## config.mk

```make
export PLATFORM = sky130hd
export DESIGN_NAME = board_input_controller
export DESIGN_NICKNAME = d
export VERILOG_FILES = /design/src/rtl/board_input_controller_pkg.sv /design/src/rtl/board_input_controller_btn_debounce.sv /design/src/rtl/board_input_controller.sv
export SDC_FILE = /design/constraint.sdc
export NUM_CORES = 1
export LEC_CHECK = 0
export BUFFER_PORTS_ARGS = -buffer_cell sky130_fd_sc_hd__buf_4
export CAP_MARGIN = 20
export CORE_AREA = 2 2 237 216
export CTS_CLUSTER_DIAMETER = 100
export CTS_CLUSTER_SIZE = 12
export DETAILED_ROUTE_END_ITERATION = 16
export DIE_AREA = 0 0 239 218
export PLACE_DENSITY = 0.68
export SYNTH_ARGS = -nofsm -noshare
export SYNTH_HDL_FRONTEND = slang
export SYNTH_SLANG_ARGS = --single-unit
```

## constraint.sdc

```tcl
create_clock -name CLK -period 3.9 [get_ports CLK]
set_clock_uncertainty 0.05 [all_clocks]
set_input_delay 0.195 -clock CLK [delete_from_list [all_inputs] [get_ports CLK]]
set_output_delay 0.195 -clock CLK [all_outputs]
set_load 0.1 [all_outputs]
```

## src/rtl/board_input_controller_pkg.sv

```systemverilog
// ---------------------------------------------------------------------------
// board_input_controller_pkg
//   Shared chess definitions for the board input controller and the display
//   side: piece codes, colour constants, square addressing helpers, the
//   select/move FSM state type and the standard starting position.
//   No ports (package).
// ---------------------------------------------------------------------------
package board_input_controller_pkg;

  typedef enum logic [2:0] {
    PIECE_NONE   = 3'd0,
    PIECE_PAWN   = 3'd1,
    PIECE_KNIGHT = 3'd2,
    PIECE_BISHOP = 3'd3,
    PIECE_ROOK   = 3'd4,
    PIECE_QUEEN  = 3'd5,
    PIECE_KING   = 3'd6
  } piece_e;

  localparam logic COLOR_WHITE = 1'b0;
  localparam logic COLOR_BLACK = 1'b1;

  // One board square as stored in the 4-bit BOARD nibble.
  typedef struct packed {
    logic   colour;
    piece_e piece;
  } square_t;

  typedef enum logic [1:0] {
    ST_IDLE     = 2'd0,
    ST_SELECTED = 2'd1,
    ST_COMMIT   = 2'd2
  } ctrl_state_e;

  // Starting position. Square 0 is the least significant nibble, so each
  // 32-bit group below reads square 7..0 of a row from left to right.
  // Row 0 (black back rank) is the last group, row 7 (white) the first.
  localparam logic [255:0] INIT_BOARD = {
    32'h4236_5324,   // row 7: white R N B Q K B N R
    32'h1111_1111,   // row 6: white pawns
    32'h0000_0000,   // row 5
    32'h0000_0000,   // row 4
    32'h0000_0000,   // row 3
    32'h0000_0000,   // row 2
    32'h9999_9999,   // row 1: black pawns
    32'hCABE_DBAC    // row 0: black R N B Q K B N R
  };

  // Square address is {row, col}, row 0 at the top of the screen.
  function automatic logic [5:0] sq_index(input logic [2:0] row, input logic [2:0] col);
    return {row, col};
  endfunction

  function automatic square_t get_square(input logic [255:0] board, input logic [5:0] idx);
    return square_t'(board[{idx, 2'b00} +: 4]);
  endfunction

endpackage

```

## src/rtl/board_input_controller_btn_debounce.sv

```systemverilog
// ---------------------------------------------------------------------------
// board_input_controller_btn_debounce
//   Debounces one raw asynchronous push-button and emits a single-cycle
//   press pulse on the debounced rising edge.
//   Ports:
//     CLK    in  1  system clock
//     RESET  in  1  asynchronous, active-low reset
//     btn    in  1  raw button, active-high, asynchronous to CLK
//     press  out 1  one-cycle pulse when the debounced state goes 0 -> 1
// ---------------------------------------------------------------------------
module board_input_controller_btn_debounce #(
  parameter int DEBOUNCE_CYCLES = 500000
) (
  input  logic CLK,
  input  logic RESET,
  input  logic btn,
  output logic press
);

  localparam int CNT_W = (DEBOUNCE_CYCLES < 2) ? 1 : $clog2(DEBOUNCE_CYCLES + 1);

  logic             sync_q1;
  logic             sync_q2;
  logic             stable;
  logic [CNT_W-1:0] cnt;
  logic             hit;

  // The current differing sample is the last one needed to accept the change.
  assign hit = (cnt == CNT_W'(DEBOUNCE_CYCLES - 1));

  // Synchroniser, stability counter and press pulse. The counter only runs
  // while the synchronised sample disagrees with the accepted state, so any
  // bounce back to the accepted level restarts the count from zero. The
  // press pulse is only raised on an accepted 0 -> 1 change, so a held
  // button produces exactly one pulse.
  always_ff @(posedge CLK or negedge RESET) begin
    if (!RESET) begin
      sync_q1 <= 1'b0;
      sync_q2 <= 1'b0;
      stable  <= 1'b0;
      cnt     <= '0;
      press   <= 1'b0;
    end else begin
      sync_q1 <= btn;
      sync_q2 <= sync_q1;
      press   <= 1'b0;
      if (sync_q2 == stable) begin
        cnt <= '0;
      end else if (hit) begin
        stable <= sync_q2;
        cnt    <= '0;
        press  <= sync_q2;
      end else begin
        cnt <= cnt + CNT_W'(1);
      end
    end
  end

endmodule

```

## src/rtl/board_input_controller.sv

```systemverilog
// ---------------------------------------------------------------------------
// board_input_controller
//   Owns the 64-square board and the cursor/selection registers read by the
//   VGA renderer. Debounces five buttons, moves the cursor, and runs a
//   select/move FSM that commits moves with only a turn-colour check.
//   Ports:
//     CLK          in  1    system clock
//     RESET        in  1    asynchronous, active-low reset
//     BTN_UP       in  1    raw button, cursor row - 1
//     BTN_DOWN     in  1    raw button, cursor row + 1
//     BTN_LEFT     in  1    raw button, cursor col - 1
//     BTN_RIGHT    in  1    raw button, cursor col + 1
//     BTN_CENTER   in  1    raw button, select / deselect / move
//     BOARD        out 256  square i = BOARD[4i+3:4i]; [2:0] piece, [3] colour
//     CURSOR_ADDR  out 6    {row, col}, row 0 = top
//     SELECT_ADDR  out 6    selected source square
//     SELECT_EN    out 1    SELECT_ADDR valid
//     TURN         out 1    colour to move (0 = white)
//     MOVE_DONE    out 1    one-cycle strobe when a move is committed
//     GAME_OVER    out 1    latched when a king is captured
// ---------------------------------------------------------------------------
module board_input_controller
  import board_input_controller_pkg::*;
#(
  parameter int         DEBOUNCE_CYCLES = 500000,
  parameter logic [5:0] CURSOR_INIT     = 6'd52
) (
  input  logic         CLK,
  input  logic         RESET,
  input  logic         BTN_UP,
  input  logic         BTN_DOWN,
  input  logic         BTN_LEFT,
  input  logic         BTN_RIGHT,
  input  logic         BTN_CENTER,
  output logic [255:0] BOARD,
  output logic [5:0]   CURSOR_ADDR,
  output logic [5:0]   SELECT_ADDR,
  output logic         SELECT_EN,
  output logic         TURN,
  output logic         MOVE_DONE,
  output logic         GAME_OVER
);

  logic press_up;
  logic press_down;
  logic press_left;
  logic press_right;
  logic press_center;

  ctrl_state_e state;
  ctrl_state_e state_next;

  logic [5:0] dst_addr;
  logic [5:0] cursor_next;
  logic [2:0] cur_row;
  logic [2:0] cur_col;

  square_t    cur_sq;
  logic       cur_own;
  logic       load_sel;
  logic       clear_sel;
  logic       latch_dst;
  logic       do_commit;

  board_input_controller_btn_debounce #(.DEBOUNCE_CYCLES(DEBOUNCE_CYCLES)) u_db_up (
    .CLK(CLK), .RESET(RESET), .btn(BTN_UP), .press(press_up)
  );
  board_input_controller_btn_debounce #(.DEBOUNCE_CYCLES(DEBOUNCE_CYCLES)) u_db_down (
    .CLK(CLK), .RESET(RESET), .btn(BTN_DOWN), .press(press_down)
  );
  board_input_controller_btn_debounce #(.DEBOUNCE_CYCLES(DEBOUNCE_CYCLES)) u_db_left (
    .CLK(CLK), .RESET(RESET), .btn(BTN_LEFT), .press(press_left)
  );
  board_input_controller_btn_debounce #(.DEBOUNCE_CYCLES(DEBOUNCE_CYCLES)) u_db_right (
    .CLK(CLK), .RESET(RESET), .btn(BTN_RIGHT), .press(press_right)
  );
  board_input_controller_btn_debounce #(.DEBOUNCE_CYCLES(DEBOUNCE_CYCLES)) u_db_center (
    .CLK(CLK), .RESET(RESET), .btn(BTN_CENTER), .press(press_center)
  );

  assign cur_row = CURSOR_ADDR[5:3];
  assign cur_col = CURSOR_ADDR[2:0];

  // Cursor step. Only the highest-priority direction pulse is considered,
  // even when that one is blocked by the board edge.
  always_comb begin
    cursor_next = CURSOR_ADDR;
    if (press_up) begin
      if (cur_row != 3'd0) cursor_next = sq_index(cur_row - 3'd1, cur_col);
    end else if (press_down) begin
      if (cur_row != 3'd7) cursor_next = sq_index(cur_row + 3'd1, cur_col);
    end else if (press_left) begin
      if (cur_col != 3'd0) cursor_next = sq_index(cur_row, cur_col - 3'd1);
    end else if (press_right) begin
      if (cur_col != 3'd7) cursor_next = sq_index(cur_row, cur_col + 3'd1);
    end
  end

  // The square under the pre-update cursor decides what a center press does.
  assign cur_sq  = get_square(BOARD, CURSOR_ADDR);
  assign cur_own = (cur_sq.piece != PIECE_NONE) && (cur_sq.colour == TURN);

  // Next-state and control decode. Center presses are ignored after a king
  // has been captured and dropped while a commit is in progress.
  always_comb begin
    state_next = state;
    load_sel   = 1'b0;
    clear_sel  = 1'b0;
    latch_dst  = 1'b0;
    do_commit  = 1'b0;
    case (state)
      ST_IDLE: begin
        if (press_center && !GAME_OVER && cur_own) begin
          load_sel   = 1'b1;
          state_next = ST_SELECTED;
        end
      end
      ST_SELECTED: begin
        if (GAME_OVER) begin
          clear_sel  = 1'b1;
          state_next = ST_IDLE;
        end else if (press_center) begin
          if (CURSOR_ADDR == SELECT_ADDR) begin
            clear_sel  = 1'b1;
            state_next = ST_IDLE;
          end else if (cur_own) begin
            load_sel = 1'b1;
          end else begin
            latch_dst  = 1'b1;
            state_next = ST_COMMIT;
          end
        end
      end
      ST_COMMIT: begin
        do_commit  = 1'b1;
        state_next = ST_IDLE;
      end
      default: begin
        state_next = ST_IDLE;
      end
    endcase
  end

  // FSM state register.
  always_ff @(posedge CLK or negedge RESET) begin
    if (!RESET) begin
      state <= ST_IDLE;
    end else begin
      state <= state_next;
    end
  end

  // Cursor, selection, destination and game status registers.
  always_ff @(posedge CLK or negedge RESET) begin
    if (!RESET) begin
      CURSOR_ADDR <= CURSOR_INIT;
      SELECT_ADDR <= 6'd0;
      SELECT_EN   <= 1'b0;
      dst_addr    <= 6'd0;
      TURN        <= COLOR_WHITE;
      MOVE_DONE   <= 1'b0;
      GAME_OVER   <= 1'b0;
    end else begin
      CURSOR_ADDR <= cursor_next;
      MOVE_DONE   <= 1'b0;
      if (load_sel) begin
        SELECT_ADDR <= CURSOR_ADDR;
        SELECT_EN   <= 1'b1;
      end
      if (clear_sel) begin
        SELECT_EN <= 1'b0;
      end
      if (latch_dst) begin
        dst_addr <= CURSOR_ADDR;
      end
      if (do_commit) begin
        TURN      <= ~TURN;
        SELECT_EN <= 1'b0;
        MOVE_DONE <= 1'b1;
        if (get_square(BOARD, dst_addr).piece == PIECE_KING) begin
          GAME_OVER <= 1'b1;
        end
      end
    end
  end

  // Board storage. A commit copies the source nibble over the destination
  // and empties the source; the destination can never equal the source
  // because pressing center on the selected square deselects instead.
  always_ff @(posedge CLK or negedge RESET) begin
    if (!RESET) begin
      BOARD <= INIT_BOARD;
    end else if (do_commit) begin
      BOARD[{dst_addr, 2'b00} +: 4]    <= BOARD[{SELECT_ADDR, 2'b00} +: 4];
      BOARD[{SELECT_ADDR, 2'b00} +: 4] <= 4'h0;
    end
  end

endmodule
```

; ---- After elaboration in Yosys (flattened, before gate mapping)
; Index checks and enable logic that the tools add are counted.
[word_totals]
register_bits = 395
latch_bits = 0
ramBits = 0
rom_bits = 0
input_bits = 7
output_inout_bits = 272
n_memories = 0
[op_classes]
n_addsub = 11
mul = 0
div = 0
order_cmp = 0
n_eq_ne = 22
n_shift = 7
muxes = 56
bitwise_logic = 8
reduce_logical = 22
[ops]
columns = cell, n
row1 = 256-bit bitwise mux, 2
row2 = 4-bit by 10-bit variable shift with 256-bit output (first input constant), 2
row3 = 256-bit by 9-bit indexed part select with 4-bit output, 2
row4 = 256-bit by 9-bit indexed part select with 3-bit output, 1
row5 = 4-bit by 10-bit indexed part select with 256-bit output, 1
row6 = 4-bit by 10-bit indexed part select with 256-bit output (first input constant), 1
row7 = 19-bit 2-to-1 mux, 10
row8 = 19-bit by 1-bit adder with 19-bit output (second input constant), 5
row9 = 19-bit == test (second input constant), 5
row10 = 6-bit 2-to-1 mux, 5
row11 = 1-bit 2-to-1 mux, 29
row12 = 8-bit negation with 10-bit output, 2
row13 = 2-bit AND reduction, 6
row14 = 3-bit nonzero test, 4
row15 = 2-bit 2-to-1 mux, 5
row16 = 3-bit 2-to-1 mux, 3
row17 = 1-bit inverter, 8
row18 = 2-bit nonzero test, 4
row19 = 3-bit by 1-bit adder with 3-bit output (second input constant), 2
row20 = 1-bit == test, 6
row21 = 6-bit == test, 1
row22 = 2-bit inequality test (second input constant), 3
row23 = 3-bit inequality test (second input constant), 2
row24 = 3-bit AND reduction, 2
row25 = other kinds (12), 15

; ---- Depth between registers and ports, before layout
; Gate-level depths: netlist (run 1).
[depth]
word_depth = 11
depth_mapped = 15

; ---- By module
; Synthesis (run 1) repeated with hierarchy kept, for this count alone.
[unflattened]
hier_cells = 2218
area_unflattened_um2 = 22804.4
[modules_own_cells]
columns = module, instances, cells_each, area_per_inst_um2, seq_area_each_um2
row1 = board_input_controller, 1, 1688, 17032.6, 7080.5
row2 = board_input_controller_btn_debounce (u_db_center ...), 4, 106, 1144.8, 575.6
row3 = board_input_controller_btn_debounce (u_db_up), 1, 106, 1192.4, 575.6

; ---- Worst setup path after synthesis (run 1)
; Ideal clock, no wire load.
[synth_timing]
path_kind = reg2reg
startpoint = reg SELECT_ADDR[0]
endpoint = reg BOARD[169]
setup_time_ps = 78
arrival_time_ps = 3833
required_time_ps = 3772
path_slack_ps = -62
stages_incl_launch_ff = 15
period_less_slack_ps = 3962
cell_sequence = dfrtp_1 > buf_4 > buf_4 > buf_4 > buf_4 > inv_1 > ha_1 > nor2b_1 > and3_1 > a21oi_1 > a2bb2oi_1 > buf_2 > nor2_1 > or3_1 > o2bb2ai_1
[synth_between]
elab_chain_cells = 4
[synth_lines]
columns = element, line_no
row1 = from (decl), board_input_controller.sv:37  ; output logic [5:0] SELECT_ADDR,
row2 = from (signal assigned), board_input_controller.sv:157  ; SELECT_ADDR <= 6'd0;
row3 = from (signal assigned), board_input_controller.sv:167  ; SELECT_ADDR <= CURSOR_ADDR;
row4 = 256-bit by 9-bit indexed part select with 4-bit output, board_input_controller.sv:194  ; BOARD[{dst_addr, 2'b00} +: 4] <= BOARD[{SELECT_ADDR, 2'b00} +: 4];
row5 = 4-bit by 10-bit indexed part select with 256-bit output, board_input_controller.sv:194
row6 = 256-bit bitwise mux, board_input_controller.sv:194
row7 = 256-bit bitwise mux *, board_input_controller.sv:195  ; BOARD[{SELECT_ADDR, 2'b00} +: 4] <= 4'h0;
row8 = "to (signal, indexed assignment)", board_input_controller.sv:194
row9 = to (decl), board_input_controller.sv:35  ; output logic [255:0] BOARD,
; Every way passes the cells marked *; elsewhere a longest branch is shown, timed or not.
; A chain may end at the register's enable or synchronous reset.

; ---- Worst setup path in the final report (run 1)
[layout_timing]
startpoint = reg CURSOR_ADDR[1]
endpoint = reg dst_addr[2]
[layout_between]
elab_chain_cells = 8
[layout_lines]
columns = element, line_no
row1 = from (decl), board_input_controller.sv:36  ; output logic [5:0] CURSOR_ADDR,
row2 = from (signal assigned), board_input_controller.sv:164  ; CURSOR_ADDR <= cursor_next;
row3 = 256-bit by 9-bit indexed part select with 4-bit output, board_input_controller_pkg.sv:55  ; return square_t'(board[{idx, 2'b00} +: 4]);
row4 = 3-bit nonzero test or 1-bit == test (tied branches), board_input_controller.sv:101  ; assign cur_own = (cur_sq.piece != PIECE_NONE) && (cur_sq.colour == TURN);
row5 = 1-bit logical AND, board_input_controller.sv:101
row6 = 1-bit 2-to-1 mux, board_input_controller.sv:126  ; end else if (cur_own) begin
row7 = 1-bit 2-to-1 mux *, board_input_controller.sv:123  ; if (CURSOR_ADDR == SELECT_ADDR) begin
row8 = 1-bit 2-to-1 mux *, board_input_controller.sv:122  ; end else if (press_center) begin
row9 = 1-bit 2-to-1 mux *, board_input_controller.sv:119  ; if (GAME_OVER) begin
row10 = 1-bit 2-to-1 mux *, board_input_controller.sv:111  ; case (state)
row11 = to (signal assigned), board_input_controller.sv:159  ; dst_addr <= 6'd0;
row12 = to (signal assigned), board_input_controller.sv:174  ; dst_addr <= CURSOR_ADDR;
row13 = to (decl), board_input_controller.sv:53  ; logic [5:0] dst_addr;
; Marked as above.

==> results of run 1 <==
-- critical path, delay by kind of cell, from the launching register on --
kind | cells | cell delay (ns)
DFF | 1 | 0.66
buffers and inverters | 2 | 0.49
AOI/OAI and AO/OA | 5 | 1.78
and+or+nand+nor | 1 | 0.21
muxes | 1 | 0.35
-- routing by layer --
metal | GRT usage | part of all wire
met1 | 0.474 | 0.40
met2 | 0.513 | 0.44
met3 | 0.0866 | 0.12
met4 | 0.148 | 0.047
met5 | 0 | 0
-- metrics by stage --
step / area, sq um / power, mW / hold WS [ns] / util / setup slack (ns)
floorplan: 22100 / 4.24 / -0.151 / - / 0.201
global placement: 25300 / 4.35 / 0.254 / 0.508 / 0.289
detailed placement: 25300 / 4.35 / 0.256 / 0.508 / 0.355
CTS: 26400 / 7.85 / 0.193 / 0.531 / 0.332
global route: 26400 / 8.01 / 0.207 / 0.531 / 0.0992
finish: 26400 / 7.78 / 0.231 / 0.531 / 0.206
-- worst paths after layout --
| path | startpoint | endpoint | slack [ns] | cells after the start |
|---|---|---|---|---|
| max in group asynchronous | RESET | BOARD[157] | 2.53 | 3 |
| hold reg to reg | u_db_center.sync_q1 | u_db_center.sync_q2 | 0.30 | 0 |
| min in group asynchronous | RESET | BOARD[173] | 0.29 | 2 |
| hold / removal | BTN_UP | u_db_up.sync_q1 | 0.23 | 2 |
| setup reg to reg | CURSOR_ADDR[1] | dst_addr[2] | 0.21 | 9 |
| setup / recovery | CURSOR_ADDR[1] | dst_addr[2] | 0.21 | 9 |
-- flip-flops by register name, indices dropped and copies added (netlist names), 2 cells and up --
signal / count
u_db_right.cnt: 19
state: 2
CURSOR_ADDR: 6
u_db_center.cnt: 19
u_db_left.cnt: 19
u_db_up.cnt: 19
SELECT_ADDR: 6
dst_addr: 6
u_db_down.cnt: 19
BOARD: 256
-- placed cells by master, fill, tap and decap left out, types with 27 or more instances in the layout --
master and n:
nand2_1 186, o2bb2ai_1 90, clkbuf_1 29, o22ai_1 44, and3_1 27, mux4_2 84, nand3_1 59, a22o_1 66
a21oi_1 34, clkbuf_16 38, buf_4 359, dfrtp_1 330, xnor2_1 38, xor2_1 62, inv_1 56, nor2_1 253
nor3_1 80, o21ai_0 159, mux2i_1 42, dfstp_2 59
-- report_power, final --
group	internal (mW)	switching, mW	leakage, nW	total, mW
Combinational	0.0346	0.109	5.02	0.144
Sequential	4.12	0.0173	5.26	4.13
Clock	1.85	1.65	0.518	3.50
-- area by class of cell --
cell class                 instances  area share
clock inverter                     3     0.00128
timing repair buffer             376       0.112
sequential                       395       0.377
clock buffer                      67      0.0401
antenna                            1   0.0000947
multi-input combinational       1587       0.430
tap                              640      0.0303
inverter                          61     0.00867
-- cell families (layout without fill, tap and decap cells) --
logic type | after synthesis | after routing | synth area share
AND/OR/NAND/NOR | 754 | 754 | 0.161
AO/OA/AOI/OAI | 565 | 565 | 0.183
flip-flops | 395 | 395 | 0.450
buffers and inverters | 198 | 507 | 0.0383
multiplexers | 154 | 154 | 0.120
XOR/XNOR | 100 | 100 | 0.0396
adder cells (fa/ha/maj) | 14 | 14 | 0.00825
other | 0 | 1 | 0
-- cell usage after synthesis, types with 14 or more instances --
cell type	number
o2bb2ai_1	90
and3_1	27
nand4_1	16
inv_1	56
o21ai_0	159
xnor2_1	38
nor2b_1	14
clkbuf_1	79
nand2_1	186
or3_1	24
mux2i_1	42
a22o_1	66
a31oi_1	18
nand4b_1	16
buf_2	30
mux4_2	84
nor4_1	20
dfrtp_1	336
o22ai_1	44
nand3_1	59
nor3_1	80
nor2_1	254
mux2_2	23
dfstp_2	59
xor2_1	62
a21oi_1	34
-- what timing repair did --
| action | in CTS | in global routing |
|---|---|---|
| hold endpoints to repair | 95 | 0 |
| setup buffers | 0 | 0 |
| hold buffers | 6 | 0 |
==> impl_metrics.env, run 1 <==
export IMPL_status="completed"
export IMPL_cts_sinks=395
export IMPL_ys_seq_area_frac=0.450
export IMPL_placement_rows=78
export IMPL_post_layout_nonfiller_instances=3130
export IMPL_rsz0062_at_grt="false"
export IMPL_postCtsResizedCells=0
export IMPL_finalSetupViolations=0
export IMPL_clk_pin_slew_ns=0.07
export IMPL_dp_hpwl_mm=65.9
export IMPL_drt_wirelength_per_cell_um=28.8
export IMPL_clock_root_buffer="clkbuf_16"
export IMPL_drt_iter0_markers=2744
export IMPL_synth_area_sq_mm=0.0221
export IMPL_first_pass_iters=7
export IMPL_dieWidth_um=239
export IMPL_synth_area_leaders="dfrtp_1, mux4_2, dfstp_2"
export IMPL_post_synth_cell_area_avg_sq_um=10.2
export IMPL_worstPathArrival_ns=4.11
export IMPL_synth_edff_count=0
export IMPL_worstPathCellList="buf_12 > nor3_1 > a211oi_1 > o32ai_1 > buf_4 > a41oi_1 > a32o_2 > a2111o_1 > mux2_4"
export IMPL_ys_types=82
export IMPL_overflow=0
export IMPL_routabilityCongestion=0.991
export IMPL_clk_latency_ns=0.59
export IMPL_grt_pass1_wl_mm=132
export IMPL_fmax_mhz=271
export IMPL_critPathCaptureType="flip-flop"
export IMPL_ys_flop_type="dfrtp_1"
export IMPL_tns_ns=0
export IMPL_async_reset_ff_frac=1.00
export IMPL_die_area_sq_mm=0.0521
export IMPL_min_period_ns=3.69
export IMPL_final_layout_size_suffix_gt1_frac=0.246
export IMPL_seq_area_sq_mm=0.00997
export IMPL_port_buffers=278
export IMPL_peakVddDrop_v=0.000262
export IMPL_numCtsBuffers=38
export IMPL_cts_max_level=2
export IMPL_dp_cells=3053
export IMPL_timing_final_crit_share=0.947
export IMPL_critPathMaxFanout=37
export IMPL_core_sq_mm=0.0498
export IMPL_cts_tree="yes"
export IMPL_finalNetCount=2480
export IMPL_grt_pass1_vias=19900
export IMPL_initial_utilization=0.445
export IMPL_ys_ff_latch=395
export IMPL_maxCapViolations=0
export IMPL_avgViaCountPerCell=6.68
export IMPL_synth_top_cell_area_share=0.380
export IMPL_drv_slew=0
export IMPL_vias=20900
export IMPL_slowest_delay_ns=0.70
export IMPL_grt_usage=0.343
export IMPL_multiInputGateArea_sq_mm=0.0113
export IMPL_critPathLaunchType="flip-flop"
export IMPL_ios=279
export IMPL_p_leak_nw=10.8
export IMPL_crit_path_top_delay_cell="o32ai_1"
export IMPL_finalHoldViolations=0
export IMPL_power_density_mw_per_mm2=294
export IMPL_die_h_um=218
export IMPL_yosys_area_top_type="dfrtp_1"
export IMPL_yosys_warnings=0
export IMPL_worst_slew_pin_slew_ns=1.05
export IMPL_crit_type="reg2reg"
export IMPL_max_clock_path_buffers=3
export IMPL_cp_data_required_time_ns=4.32
export IMPL_postRouteAntennaNets=0
export IMPL_postSynthCellCount=2180
export IMPL_grt_max_degree=116
export IMPL_hold_class="in2reg"
export IMPL_drc=0
export IMPL_relSlewSlack=0.303
export IMPL_wirelength_mm=90.2
export IMPL_antenna_found_initial=1
export IMPL_fillers=4403
export IMPL_syn_nets=2201
export IMPL_syn_to_final_growth_pct=19.3
Note: power is estimated with default switching activity, not from simulation.
==> run 2, diff against run 1 <==
--- a/config.mk
+++ b/config.mk
@@ -7,12 +7,12 @@
 export LEC_CHECK = 0
 export BUFFER_PORTS_ARGS = -buffer_cell sky130_fd_sc_hd__buf_4
 export CAP_MARGIN = 20
-export CORE_AREA = 2 2 237 216
+export CORE_AREA = 2 2 215 196
 export CTS_CLUSTER_DIAMETER = 100
 export CTS_CLUSTER_SIZE = 12
 export DETAILED_ROUTE_END_ITERATION = 16
-export DIE_AREA = 0 0 239 218
-export PLACE_DENSITY = 0.68
+export DIE_AREA = 0 0 217 198
+export PLACE_DENSITY = 0.8
 export SYNTH_ARGS = -nofsm -noshare
 export SYNTH_HDL_FRONTEND = slang
 export SYNTH_SLANG_ARGS = --single-unit
==> impl_metrics.env, run 2 (same netlist as run 1, synthesis figures left out) <==
export IMPL_status="completed"
export IMPL_grt_max_degree=112
export IMPL_relSlewSlack=0.350
export IMPL_cts_sinks=395
export IMPL_overflow=0
export IMPL_antenna_found_initial=1
export IMPL_ff2ff_path_depth=8
export IMPL_grt_pass1_wl_mm=131
export IMPL_worst_slack_ns=0.285
export IMPL_worstPathCellList="buf_12 > nor2_1 > o21ai_0 > o21ai_0 > o221ai_1 > a32o_2 > a2111o_1 > mux2_4"
export IMPL_finalPower_mw=7.74
export IMPL_power_density_mw_per_mm2=295
export IMPL_final_layout_size_suffix_gt1_frac=0.246
export IMPL_top_register="BOARD"
export IMPL_finalHoldViolations=0
export IMPL_postRouteAntennaNets=0
export IMPL_numCtsBuffers=38
export IMPL_avgViaCountPerCell=6.91
export IMPL_drc=0
export IMPL_maxCapViolations=0
export IMPL_routabilityCongestion=1.02
export IMPL_critPathCaptureType="flip-flop"
export IMPL_drt_iter0_markers=2965
export IMPL_clk_latency_ns=0.58
export IMPL_tns_ns=0
export IMPL_place_ws_ns=0.439
export IMPL_placed_cell_area_sq_mm=0.0251
export IMPL_worstPathArrival_ns=4.01
export IMPL_p_leak_nw=10.8
export IMPL_cts_max_level=2
export IMPL_hold_class="in2async"
export IMPL_first_pass_iters=6
export IMPL_syn_to_final_growth_pct=18.7
export IMPL_cp_num_buf_inv=1
export IMPL_fmax_mhz=277
export IMPL_largest_reg_flops=256
export IMPL_fillers=3360
export IMPL_finalNetCount=2482
export IMPL_placement_rows=71
export IMPL_wirelength_mm=89.0
export IMPL_cp_data_required_time_ns=4.30
export IMPL_die_h_um=198
export IMPL_dieWidth_um=217
export IMPL_dp_hpwl_mm=64.3
export IMPL_port_buffers=278
export IMPL_rsz0062_at_grt="false"
export IMPL_drt_wirelength_per_cell_um=29.3
export IMPL_clock_root_buffer="clkbuf_16"
export IMPL_max_clock_path_buffers=3
export IMPL_crit_type="reg2reg"
export IMPL_worst_slew_pin_slew_ns=0.972
export IMPL_layout_commonest_cell="buf_4"
export IMPL_initial_utilization=0.539
export IMPL_diodes=0
export IMPL_vias=21000
export IMPL_timing_hold_ws_ns=0.128
export IMPL_design_area_sq_mm=0.0263
export IMPL_critPathMaxFanout=28
export IMPL_slowest_delay_ns=0.72
export IMPL_die_area_sq_mm=0.0430
export IMPL_drv_slew=0
export IMPL_cpLargestDelayFamily="compound AO/OA/AOI/OAI gates"
export IMPL_grt_pass1_vias=20300
export IMPL_clk_pin_slew_ns=0.07
export IMPL_critPathLaunchType="flip-flop"
export IMPL_cpMostUsedCell="o21ai_0"
export IMPL_grt_usage=0.413
export IMPL_cts_tree="yes"
export IMPL_postCtsResizedCells=0
export IMPL_ios=279
export IMPL_peakVddDrop_v=0.000309
export IMPL_final_cell_mix="buf_4, dfrtp_1, nor2_1, nand2_1, o21ai_0"
export IMPL_min_period_ns=3.61
export IMPL_reg2reg_from="CURSOR_ADDR[0]"
export IMPL_core_sq_mm=0.0410
export IMPL_cp_startpoint="CURSOR_ADDR[0]"
export IMPL_finalSetupViolations=0
export IMPL_cp_num_cells=8
export IMPL_crit_path_top_delay_cell="nor2_1"
export IMPL_timing_final_crit_share=0.927
[run 2: cell types whose count changed in the layout (fill, tap and decap cells not counted)]
cell	previous run	this run
nor2_2	1	0
nor2_1	253	254
buf_12	10	9
buf_4	359	362
dfrtp_2	4	3
clkbuf_1	29	26
diode_2	1	0
dfrtp_1	330	331
[run 2: report_power, final]
part / switching [mW] / internal (mW) / total, mW
Sequential: 0.0173 / 4.12 / 4.14
Combinational: 0.109 / 0.0309 / 0.140
Clock: 1.63 / 1.84 / 3.47
[run 2: layout make-up]
cell class | count | area [sq um] | area share
clock buffers | 64 | 1050 | 0.0399
clock inverters | 3 | 33.8 | 0.00129
inverters | 61 | 229 | 0.00871
multi-input cells | 1587 | 11300 | 0.432
flip-flops and latches | 395 | 9970 | 0.379
well taps | 547 | 684 | 0.0260
repair buffers | 378 | 2970 | 0.113
[run 2: worst paths after layout]
check | to | slack [ns]
max | dst_addr[2] | 0.29
min | BOARD[163] | 0.13
max reg2reg | dst_addr[2] | 0.29
min reg2reg | u_db_left.sync_q2 | 0.30
max in group asynchronous | BOARD[125] | 2.63
min in group CLK | u_db_right.sync_q1 | 0.24
[run 2: per-stage QoR]
stage	utilization	instances
6_report	0.640	3035
5_1_grt	0.640	3035
4_1_cts	0.640	3035
3_5_place_dp	0.613	2962
3_3_place_gp	0.613	2962
2_1_floorplan	-	2180
[run 2: routing by layer]
metal  up-vias  global-route usage  part of all wire
met1     10400               0.564              0.39
met5         -                   0           0.00017
met2      1524               0.611              0.44
li1       8746                   -                 -
met3       316               0.111              0.12
met4         2               0.202             0.054
[run 2: what timing repair did]
action	in CTS	in global routing
hold buffers	6	0
buffers inserted	0	0
hold endpoints to repair	68	0
